--- src/rtl/serial_compare_ctrl_pkg.sv ---
// Shared types and constants for the serial two-bit tandem comparator.
package serial_compare_ctrl_pkg;

  // Controller states
  typedef enum logic [1:0] {
    ST_IDLE = 2'b00,
    ST_RUN  = 2'b01,
    ST_DONE = 2'b10
  } state_t;

  // Cascade encoding {eq,gt}
  localparam logic [1:0] CASC_EQ = 2'b10;
  localparam logic [1:0] CASC_GT = 2'b01;
  localparam logic [1:0] CASC_LT = 2'b00;

  // Width of the digit counter for n digit cycles: clog2(n), never below 1
  function automatic int cnt_width(input int n);
    int w;
    w = $clog2(n);
    if (w < 1) begin
      w = 1;
    end else begin
      w = w;
    end
    return w;
  endfunction

endpackage

--- src/rtl/serial_compare_ctrl_tcs_cell.sv ---
// One two-bit tandem comparator cell: refines the incoming cascade with one digit pair.
module tcs_cell
  import serial_compare_ctrl_pkg::*;
(
  input  logic [1:0] a,
  input  logic [1:0] b,
  input  logic       eq_in,
  input  logic       gt_in,
  output logic       eq_out,
  output logic       gt_out
);

  // Still equal so far: this digit decides; otherwise hold the earlier decision
  always_comb begin
    eq_out = 1'b0;
    gt_out = 1'b0;
    if (eq_in) begin
      eq_out = (a == b);
      gt_out = (a > b);
    end else begin
      eq_out = 1'b0;
      gt_out = gt_in;
    end
  end

endmodule

--- src/rtl/serial_compare_ctrl.sv ---
// Serial front end: feeds two WIDTH-bit operands MSB-first, one digit pair per
// clock, through a single comparator cell whose cascade is registered back.
module serial_compare_ctrl
  import serial_compare_ctrl_pkg::*;
#(
  parameter int WIDTH = 8
) (
  input  logic             clk,
  input  logic             rst_n,
  input  logic             start,
  input  logic [WIDTH-1:0] a_in,
  input  logic [WIDTH-1:0] b_in,
  output logic             busy,
  output logic             done,
  output logic             result_valid,
  output logic             eq,
  output logic             gt,
  output logic             lt
);

  localparam int N  = WIDTH / 2;
  localparam int CW = cnt_width(N);

  state_t           state_q, state_d;
  logic [WIDTH-1:0] a_sh_q, a_sh_d;
  logic [WIDTH-1:0] b_sh_q, b_sh_d;
  logic [1:0]       casc_q, casc_d;
  logic [CW-1:0]    cnt_q, cnt_d;
  logic             busy_q, busy_d;
  logic             done_q, done_d;
  logic             rv_q, rv_d;
  logic             eq_q, eq_d;
  logic             gt_q, gt_d;
  logic             lt_q, lt_d;
  logic             cell_eq_s;
  logic             cell_gt_s;

  tcs_cell u_cell (
    .a      (a_sh_q[WIDTH-1 -: 2]),
    .b      (b_sh_q[WIDTH-1 -: 2]),
    .eq_in  (casc_q[1]),
    .gt_in  (casc_q[0]),
    .eq_out (cell_eq_s),
    .gt_out (cell_gt_s)
  );

  // Next-state and next-output logic; start is honoured in IDLE and DONE alike
  always_comb begin
    state_d = state_q;
    a_sh_d  = a_sh_q;
    b_sh_d  = b_sh_q;
    casc_d  = casc_q;
    cnt_d   = cnt_q;
    busy_d  = busy_q;
    done_d  = 1'b0;
    rv_d    = rv_q;
    eq_d    = eq_q;
    gt_d    = gt_q;
    lt_d    = lt_q;
    case (state_q)
      ST_IDLE, ST_DONE: begin
        if (start) begin
          state_d = ST_RUN;
          a_sh_d  = a_in;
          b_sh_d  = b_in;
          casc_d  = CASC_EQ;
          cnt_d   = CW'(N - 1);
          busy_d  = 1'b1;
          rv_d    = 1'b0;
        end else begin
          state_d = ST_IDLE;
          busy_d  = 1'b0;
        end
      end
      ST_RUN: begin
        a_sh_d = a_sh_q << 2;
        b_sh_d = b_sh_q << 2;
        casc_d = {cell_eq_s, cell_gt_s};
        if (cnt_q == {CW{1'b0}}) begin
          state_d = ST_DONE;
          busy_d  = 1'b0;
          done_d  = 1'b1;
          rv_d    = 1'b1;
          eq_d    = cell_eq_s;
          gt_d    = cell_gt_s;
          lt_d    = ~cell_eq_s & ~cell_gt_s;
        end else begin
          cnt_d = cnt_q - CW'(1);
        end
      end
      default: begin
        state_d = ST_IDLE;
        busy_d  = 1'b0;
        rv_d    = 1'b0;
      end
    endcase
  end

  // State and output registers with synchronous active-low reset
  always_ff @(posedge clk) begin
    if (!rst_n) begin
      state_q <= ST_IDLE;
      a_sh_q  <= {WIDTH{1'b0}};
      b_sh_q  <= {WIDTH{1'b0}};
      casc_q  <= 2'b00;
      cnt_q   <= {CW{1'b0}};
      busy_q  <= 1'b0;
      done_q  <= 1'b0;
      rv_q    <= 1'b0;
      eq_q    <= 1'b0;
      gt_q    <= 1'b0;
      lt_q    <= 1'b0;
    end else begin
      state_q <= state_d;
      a_sh_q  <= a_sh_d;
      b_sh_q  <= b_sh_d;
      casc_q  <= casc_d;
      cnt_q   <= cnt_d;
      busy_q  <= busy_d;
      done_q  <= done_d;
      rv_q    <= rv_d;
      eq_q    <= eq_d;
      gt_q    <= gt_d;
      lt_q    <= lt_d;
    end
  end

  assign busy         = busy_q;
  assign done         = done_q;
  assign result_valid = rv_q;
  assign eq           = eq_q;
  assign gt           = gt_q;
  assign lt           = lt_q;

endmodule

--- config.mk ---
export PLATFORM = sky130hd
export DESIGN_NAME = serial_compare_ctrl
export DESIGN_NICKNAME = d
export VERILOG_FILES = /design/src/rtl/serial_compare_ctrl_pkg.sv /design/src/rtl/serial_compare_ctrl_tcs_cell.sv /design/src/rtl/serial_compare_ctrl.sv
export SDC_FILE = /design/constraint.sdc
export NUM_CORES = 1
export LEC_CHECK = 0
export ABC_CLOCK_PERIOD_IN_PS = 1200
export CORE_MARGIN = 2
export CORE_UTILIZATION = 43
export CTS_CLUSTER_DIAMETER = 150
export DETAILED_ROUTE_END_ITERATION = 6
export PLACE_DENSITY = 0.79
export SETUP_SLACK_MARGIN = 0.05
export SLEW_MARGIN = 20
export SYNTH_ARGS = -nofsm -noshare
export SYNTH_HDL_FRONTEND = slang
export SYNTH_SLANG_ARGS = --single-unit
--- constraint.sdc ---
create_clock -name clk -period 1.2 [get_ports clk]
set_input_delay 0.24 -clock clk [delete_from_list [all_inputs] [get_ports clk]]
set_output_delay 0.24 -clock clk [all_outputs]
set_load 0.005 [all_outputs]
-- Yosys cells after proc, flatten, opt, wreduce, memory -nomap -nowiden
Index checks and enable logic that the tools add are counted.
- logic and storage cells: 52
- memory bits (writable): 0
- memory bits (read-only): 0
- output and inout port bits: 6
- register bits: 28
- input port bits: 19
- bits in latches: 0
- memories: 0
- shift-type cells: 0
- reduce and logical (&&, ||, !) cells: 9
- divide/modulo/power cells: 0
- mux-type cells: 21
- add/subtract/negate cells: 1
- multipliers: 0
- bitwise operators: 3
- $lt $le $gt $ge: 1
- equal/unequal tests: 6
- operators with widths (kind ; number):
    $pmux 8 s2 ; 2
    $mux 8 ; 2
    $pmux 2 s2 ; 3
    $mux 1 ; 8
    $mux 2 ; 4
    $reduce_and 2->1 ; 4
    $ne 2x2->1 const B ; 3
    $logic_not 2->1 ; 2
    $pmux 1 s2 ; 2
    $reduce_and 3->1 ; 1
    $eq 2x1->1 const B ; 1
    $eq 2x2->1 ; 1
    $eq 2x2->1 const B ; 1
    $gt 2x2->1 ; 1
    $not 1->1 ; 2
    $reduce_bool 2->1 ; 1
    $reduce_or 2->1 ; 1
    $sub 2x1->2 const B ; 1
    $and 1x1->1 ; 1

-- Longest topological paths before layout
Gate-level depths: netlist of run 1.
- word-level depth: 4
- gate-level depth with buffers: 6
- depth with buffers taken out: 6

-- Modules after synthesis
From an unflattened synthesis of run 1, not the netlist that was laid out.
- cells, all modules: 135
- area, all modules: 1161.1 µm²
- modules (own cells, without submodules) (module ; sequential area each (µm²) ; area an instance (µm²) ; cells each ; times used):
    serial_compare_ctrl ; 560.5 ; 1086.0 ; 124 ; 1
    tcs_cell ; 0.0 ; 75.1 ; 11 ; 1

-- Least setup slack after synthesis of run 1
Ideal clock, no wire load.
- path type: register to register
- from: reg cnt_q[0]
- to: reg lt_q (netlist: lt)
- arrival: 1120 ps
- required time: 1083 ps
- setup time: 117 ps
- stages on the path, launching flop included: 6
- clock period less this slack: 1238 ps
- path slack: -38 ps
- path buffers: 0
- cells stage by stage: dfxtp_1 -> inv_1 -> ha_1 -> and2_4 -> and3_1 -> a32o_1
- cells in the longest elaborated chain, start to end: 2
- ends and longest elaborated chain (item ; RTL line ; text):
    start, declared ; serial_compare_ctrl.sv:28 ; logic [CW-1:0] cnt_q, cnt_d;
    start signal, assigned ; serial_compare_ctrl.sv:106 ; cnt_q <= {CW{1'b0}};
    start signal, assigned ; serial_compare_ctrl.sv:118 ; cnt_q <= cnt_d;
    $logic_not 2->1 ; serial_compare_ctrl.sv:79 ; if (cnt_q == {CW{1'b0}}) begin
    $reduce_and 2->1 (no line) ; -- ;
    end signal, assigned ; serial_compare_ctrl.sv:124 ; lt_q <= lt_d;
    end, declared ; serial_compare_ctrl.sv:34 ; logic lt_q, lt_d;
No other way between the ends.
A chain may end at the register's enable or synchronous reset.

-- Final worst setup path of run 1
- from: reg b_sh_q[7]
- to: reg lt_q (netlist: lt)
- cells in the longest elaborated chain, start to end: 4
- elaborated cells between the ends (all ways): 7
- those cells by class: order compare (1); eq/ne (1); mux (2); bitwise (3)
- ends and longest elaborated chain (item ; RTL line ; text):
    start, declared ; serial_compare_ctrl.sv:26 ; logic [WIDTH-1:0] b_sh_q, b_sh_d;
    start signal, assigned ; serial_compare_ctrl.sv:104 ; b_sh_q <= {WIDTH{1'b0}};
    start signal, assigned ; serial_compare_ctrl.sv:116 ; b_sh_q <= b_sh_d;
    $gt 2x2->1 / $eq 2x2->1 (equally long branches) ; serial_compare_ctrl_tcs_cell.sv:19, serial_compare_ctrl_tcs_cell.sv:18 ;
    $mux 1 ; serial_compare_ctrl_tcs_cell.sv:17 ; if (eq_in) begin
    $not 1->1 ; serial_compare_ctrl.sv:86 ; lt_d = ~cell_eq_s & ~cell_gt_s;
    $and 1x1->1 (*) ; serial_compare_ctrl.sv:86 ;
Every way passes the cells marked *; elsewhere a longest branch is shown, timed or not.

==> results of run 1 <==
[kinds of logic after synthesis]
family / after synthesis / share of synthesized area
flops: 28 / 0.5017
fa+ha+maj: 3 / 0.03360
compound gates: 32 / 0.1848
simple gates: 49 / 0.2217
buf+inv: 12 / 0.05822
[final timing paths]
path | slack, ps | cells past startpoint | end
max | -30 | 5 | lt$_SDFFE_PN0P_
min | 280 | 4 | result_valid$_SDFFE_PN0P_
max reg2reg | -30 | 5 | lt$_SDFFE_PN0P_
min reg2reg | 470 | 2 | eq$_SDFFE_PN0P_
[registers in the layout, summed over array words and instances, names as in the netlist]
name          flops
result_valid      1
b_sh_q            8
busy              1
done              1
lt                1
casc_q            2
eq                1
gt                1
state_q           2
cnt_q             2
a_sh_q            8
[metal layers]
metal,vias up,global-route usage,share of wire
met5,-,0,0
met4,0,0.07317,0.014
met3,5,0.02419,0.051
met2,27,0.3294,0.48
met1,496,0.2433,0.46
li1,516,-,-
[critical path: stages, from the launching register on]
cell and delay, ps:
dfxtp_2 350, inv_2 50, ha_4 280, a21o_1 140, a31oi_4 110, a32o_1 220
[power by group]
| group | internal [W] | switching (W) |
|---|---|---|
| registers | 0.00102 | 0.0000583 |
| clock network | 0.000118 | 0.000268 |
| logic | 0.000290 | 0.000245 |
| total | 0.00143 | 0.000571 |
[stage by stage]
step | hold WS (ps) | instances
CTS | 458.7 | 191
floorplan | 377.7 | 124
finish | 275.9 | 192
detailed placement | 437.2 | 186
global route | 324.5 | 192
global placement | 435.7 | 186
[layout by cell type (no fill, tap or decap), types with 3 or more instances in the layout]
cell type / n
clkbuf_4: 3
nor3_1: 11
clkdlybuf4s50_1: 17
o22ai_1: 10
nand2_1: 4
buf_6: 3
dfxtp_1: 17
nor2_1: 20
inv_2: 3
a22oi_1: 4
inv_1: 3
dfxtp_2: 10
a21oi_1: 7
ha_4: 3
clkdlybuf4s15_1: 4
buf_4: 12
[cell type report]
cell class | instances | share of cell area
clock buffers | 3 | 0.01367
multi-input cells | 84 | 0.3591
inverters | 6 | 0.01367
repair buffers | 41 | 0.2407
flip-flops and latches | 28 | 0.3500
well taps | 30 | 0.02278
[what timing repair did]
action | CTS | global route
resized for setup | 24 | 18
setup buffers | 2 | 1
setup endpoints to repair | 22 | 24
pin swaps | 1 | 3
cloned | 0 | 0
==> qor.txt, run 1 <==
Slew headroom - 0.8396
grt ovf - 0
min Tclk post-route - 1233 ps
final RePlAce weighted congestion - 0.7235
leakage - 0.6535 nW
RSZ-0062 raised after global routing - yes
first-pass GRT wire length - 4.188 mm
Slew Limit Fails - 0
ANT nets after route - 0
DR pass1 iterations - 4
CP Class - reg2reg
clock sink count - 28
CTS buffer count - 3
vias per cell - 5.438
all-layer global routing usage - 0.1914
core area - 2477 sq um
Sum Neg Setup Slack - -33.01 ps
nets - 186
Die Span X - 54.98 microns
area leader, netlist - dfxtp_1
WL per Instance - 13.63 microns
Diodes inserted - 0
clk_skew - 1.570 ps
CP Capture Type - register
share of cells above drive strength 1 - 0.3210
Min-Delay Startpoint - start
final hold viol count - 0
H-tree Lvls - 1
Critical Path Start Type - register
Post-Synthesis Cells - 124
CP Launch Point - b_sh_q[7]$_SDFFE_PN0P_
Synth cell types - 33
largest net degree at the start of global routing - 15
pre-CTS WS - -300.3 ps
Reg area - 576.8 sq um
synth warn - 0
Die Y - 54.98 microns
period utilisation layout - 1.028
Root Buffer Master - clkbuf_4
final setup vio count - 1
cts hold-fix bufs - 0
CTS clk-pin slew, worst paths - 140 ps
Filler cells - 220
die area - 3022 sq um
Seq/Total Area, Yosys - 0.5017
HPWL Detailed - 1.832 mm
final core utilization - 0.6652
crit path DAT - 1470 ps
reg2reg start - b_sh_q[7]$_SDFFE_PN0P_
Max-Cap Viols - 0
Post-synth top flop - dfxtp_1
via count - 1044
drt drc - 0
Highest Clock Rate - 811.0 MHz
IO Count - 25
DP Area - 1515 sq um
critical-path maximum fanout - 3
area growth from synthesis to layout - 47.48%
top-area cell type share of the netlist area - 0.5017
Synth Register Bits - 28
worst min path class - in2reg
initial core utilization - 0.4510
1st-iter DRT viols - 22
footprint of the multi-input gates - 591.8 sq um
worst skew pair latency - 330 ps
outcome - finished, violations left
Core Rows - 18
async set-reset flop share out of synthesis - 0
post-route cell area - 1648 sq um
average size of a mapped cell - 9.011 sq um
Worst Tran Pin Value - 240.2 ps
Area contributors post-synth - dfxtp_1 50%, nor2_1 6.7%, o22ai_1 5.6%
most frequent cell after synthesis - dfxtp_1
final worst slack - -33.01 ps
Post-synth EDFFs - 0
initial antenna violation count - 0
Critical Path RT - 1430 ps
Pwr Total - 0.001997 W
pwr dens - 1212 nW/um^2
vias in the first global route - 976
Routed Wire Length - 2.616 mm
VDD IR-drop max - 0.7160 mV
CTS tree - done
syn_nets - 146
Port Buf Inserts - 24
most frequent cells after synthesis - 28 x dfxtp_1, 20 x nor2_1, 12 x nor3_1, 10 x o22ai_1, 7 x a21oi_1
Post-Syn Area - 1117 sq um
Clock Path Buffers - 2
failing checks - setup timing
No activity file was read; power rests on OpenSTA's default activity.
==> run 2: changes to the inputs <==
- CORE_MARGIN: 2 -> not set
- CORE_UTILIZATION: 43 -> 35
- CTS_CLUSTER_SIZE: not set -> 30
- PLACE_DENSITY: 0.79 -> 0.67
==> run 2 against run 1 <==
  * The run still ends with setup timing left
  * First-iteration DRC count fell by 18%
  * Die area grew 13%
  * Utilization shrank 13 points
  * Highest routed layer unchanged
  * Sequential cell count is the same
  * Critical path type unchanged
  * Largest cell class unchanged
==> qor.txt, run 2 (synthesis gave the netlist of run 1 again) <==
crit path DAT - 1490 ps (+20 ps)
leakage - 0.6416 nW (-1.8%)
first-pass GRT wire length - 4.243 mm (+1.3%)
Min-Delay Startpoint - start
final worst slack - -46.00 ps (-12.99 ps)
Critical Path RT - 1440 ps (about the same)
sequential share of power - 0.525 (-0.014)
vias in the first global route - 939 (-3.8%)
nets - 184 (-1.1%)
min Tclk post-route - 1246 ps (+12.99 ps)
Slew Limit Fails - 0 (unchanged)
period utilisation layout - 1.038 (+0.01082)
DR pass1 iterations - 4 (unchanged)
Psw - 0.0005664 W (-0.79%)
P_int - 0.001480 W (+3.7%)
ANT nets after route - 0 (unchanged)
core area - 3053 sq um (+23%)
CTS clk-pin slew, worst paths - 150 ps (about the same)
CP Class - reg2reg
Core Rows - 20 (+2)
pwr dens - 1257 nW/um^2 (+3.7%)
initial antenna violation count - 0 (unchanged)
HPWL Detailed - 1.868 mm (+1.9%)
CP Capture Type - register
IO Count - 25 (unchanged)
Max-Cap Viols - 0 (unchanged)
hold worst-path end - result_valid$_SDFFE_PN0P_
worst skew pair latency - 320 ps (about the same)
initial core utilization - 0.3660 (-0.08503)
share of cells above drive strength 1 - 0.3230 (+0.001994)
placed cells - 197 (+5.9%)
1st-iter DRT viols - 18 (-18%)
H-tree Lvls - 1 (unchanged)
Root Buffer Master - clkbuf_4
CTS buffer count - 3 (unchanged)
Routed Wire Length - 2.660 mm (+1.7%)
cts hold-fix bufs - 0 (unchanged)
die area - 3422 sq um (+13%)
grt ovf - 0 (unchanged)
critical-path maximum fanout - 3 (unchanged)
vias per cell - 4.898 (-9.9%)
largest registers - a_sh_q: 8 flops, b_sh_q: 8 flops
commonest non-fill, non-tap cell in the layout - nor2_1
CTS tree - done
pre-CTS WS - -308.9 ps (-8.614 ps)
final RePlAce weighted congestion - 0.7816 (+8.0%)
reg2reg start - b_sh_q[7]$_SDFFE_PN0P_
clock sink count - 28 (unchanged)
VDD IR-drop max - 0.4800 mV (-33%)
final hold viol count - 0 (unchanged)
outcome - finished, violations left
R2R cell count - 5 (unchanged)
Gate power share - 0.252 (-0.016)
Die Y - 58.50 microns (+6.4%)
RSZ-0062 raised after global routing - yes
Cells on Worst Hold Path - 4 (unchanged)
area growth from synthesis to layout - 45.69%
Critical Path Start Type - register
non-filler cells, final - 205 (+6.8%)
Diodes inserted - 0 (unchanged)
Highest Clock Rate - 802.6 MHz (-1.0%)
worst min path class - in2reg
WL per Instance - 12.98 microns (-4.8%)
clk_skew - 6.741 ps (+5.171 ps)
largest net degree at the start of global routing - 16 (+1)
Die Span X - 58.50 microns (+6.4%)
Clk pwr share - 0.223 (+0.030)
Worst Tran Pin Value - 237.1 ps (-3.086 ps)
Worst R2R End - casc_q[0]$_SDFFE_PN0P_
via count - 1004 (-3.8%)
Clock Path Buffers - 2 (unchanged)
commonest cells after routing, fill and taps aside - 20 x nor2_1, 18 x dfxtp_1, 17 x clkdlybuf4s50_1, 12 x buf_4, 11 x nor3_1
Port Buf Inserts - 24 (unchanged)
all-layer global routing usage - 0.1647 (-0.02667)
Switching Share - 0.2768 (-0.009009)
Slew headroom - 0.8417 (+0.002103)
flop-to-flop setup slack - -50 ps (about the same)
failing checks - setup timing
final setup vio count - 3 (+2)
drt drc - 0 (unchanged)
-- run 2: changes by cell type in the layout (fill, tap and decap cells not counted), moves of 2 or more --
cell	previous run	this run
buf_6	3	0
a211oi_1	0	2
clkbuf_2	2	5
clkdlybuf4s15_1	4	1
a211oi_2	2	0
-- run 2: critical path, cell delays in order, from the launching register on --
cell     delay (ps)
dfxtp_2         350
inv_2            40
ha_4            270
a21o_1          140
a31oi_4         110
o31ai_2         250
-- run 2: power by group through the flow --
stage                     registers [W]  clock network [W]  logic (W)
after detailed placement        0.00108                  0   0.000466
after floorplan                 0.00107                  0   0.000283
final                           0.00107           0.000455   0.000517
after global placement          0.00108                  0   0.000451
after global routing            0.00108           0.000520   0.000566
after CTS                       0.00107           0.000462   0.000493
-- run 2: area by class of cell --
cell class	instances	area [sq um]
tap	44	55.05
clock buffer	4	36.28
fill	296	1425
timing repair buffer	39	364.1
sequential	28	573.1
multi-input combinational	84	576.8
inverter	6	22.52
-- run 2: worst max-delay path by stage --
stage | startpoint | endpoint | slack [ps] | cells past startpoint
2_1_floorplan | a_sh_q[6]$_SDFFE_PN0P_ | lt$_SDFFE_PN0P_ | 50 | 5
3_3_place_gp | start | b_sh_q[1]$_SDFFE_PN0P_ | -250 | 6
3_5_place_dp | start | a_sh_q[1]$_SDFFE_PN0P_ | -310 | 6
4_1_cts | a_sh_q[7]$_SDFFE_PN0P_ | gt$_SDFFE_PN0P_ | 2 | 4
5_1_grt | b_sh_q[7]$_SDFFE_PN0P_ | casc_q[0]$_SDFFE_PN0P_ | -50 | 5
6_report | b_sh_q[7]$_SDFFE_PN0P_ | casc_q[0]$_SDFFE_PN0P_ | -50 | 5
-- run 2: metrics by stage --
| step | hold slack (ps) | utilization | setup TNS, ps | cell area, sq um | power (W) |
|---|---|---|---|---|---|
| floorplan | 377.7 | - | 0 | 1150 | 0.001356 |
| global placement | 429.3 | 0.4988 | -4020 | 1523 | 0.001532 |
| detailed placement | 444.0 | 0.4988 | -4913 | 1523 | 0.001550 |
| CTS | 400.2 | 0.5279 | 0 | 1612 | 0.002028 |
| global route | 401.7 | 0.5332 | -142.0 | 1628 | 0.002170 |
| finish | 409.4 | 0.5332 | -82.37 | 1628 | 0.002046 |
-- run 2: timing repair --
item,CTS,global route
gates resized for setup,27,11
buffers inserted,2,2
pin swaps,1,2
endpoints found under the setup margin,25,16
-- run 2: layer usage --
metal	share of wire	vias up	track usage	routed length, microns
met5	0	-	0	0
met4	0.015	0	0.07143	40
met3	0.050	4	0.01978	133
met2	0.48	32	0.2644	1283
met1	0.45	453	0.2239	1203
li1	-	515	-	-
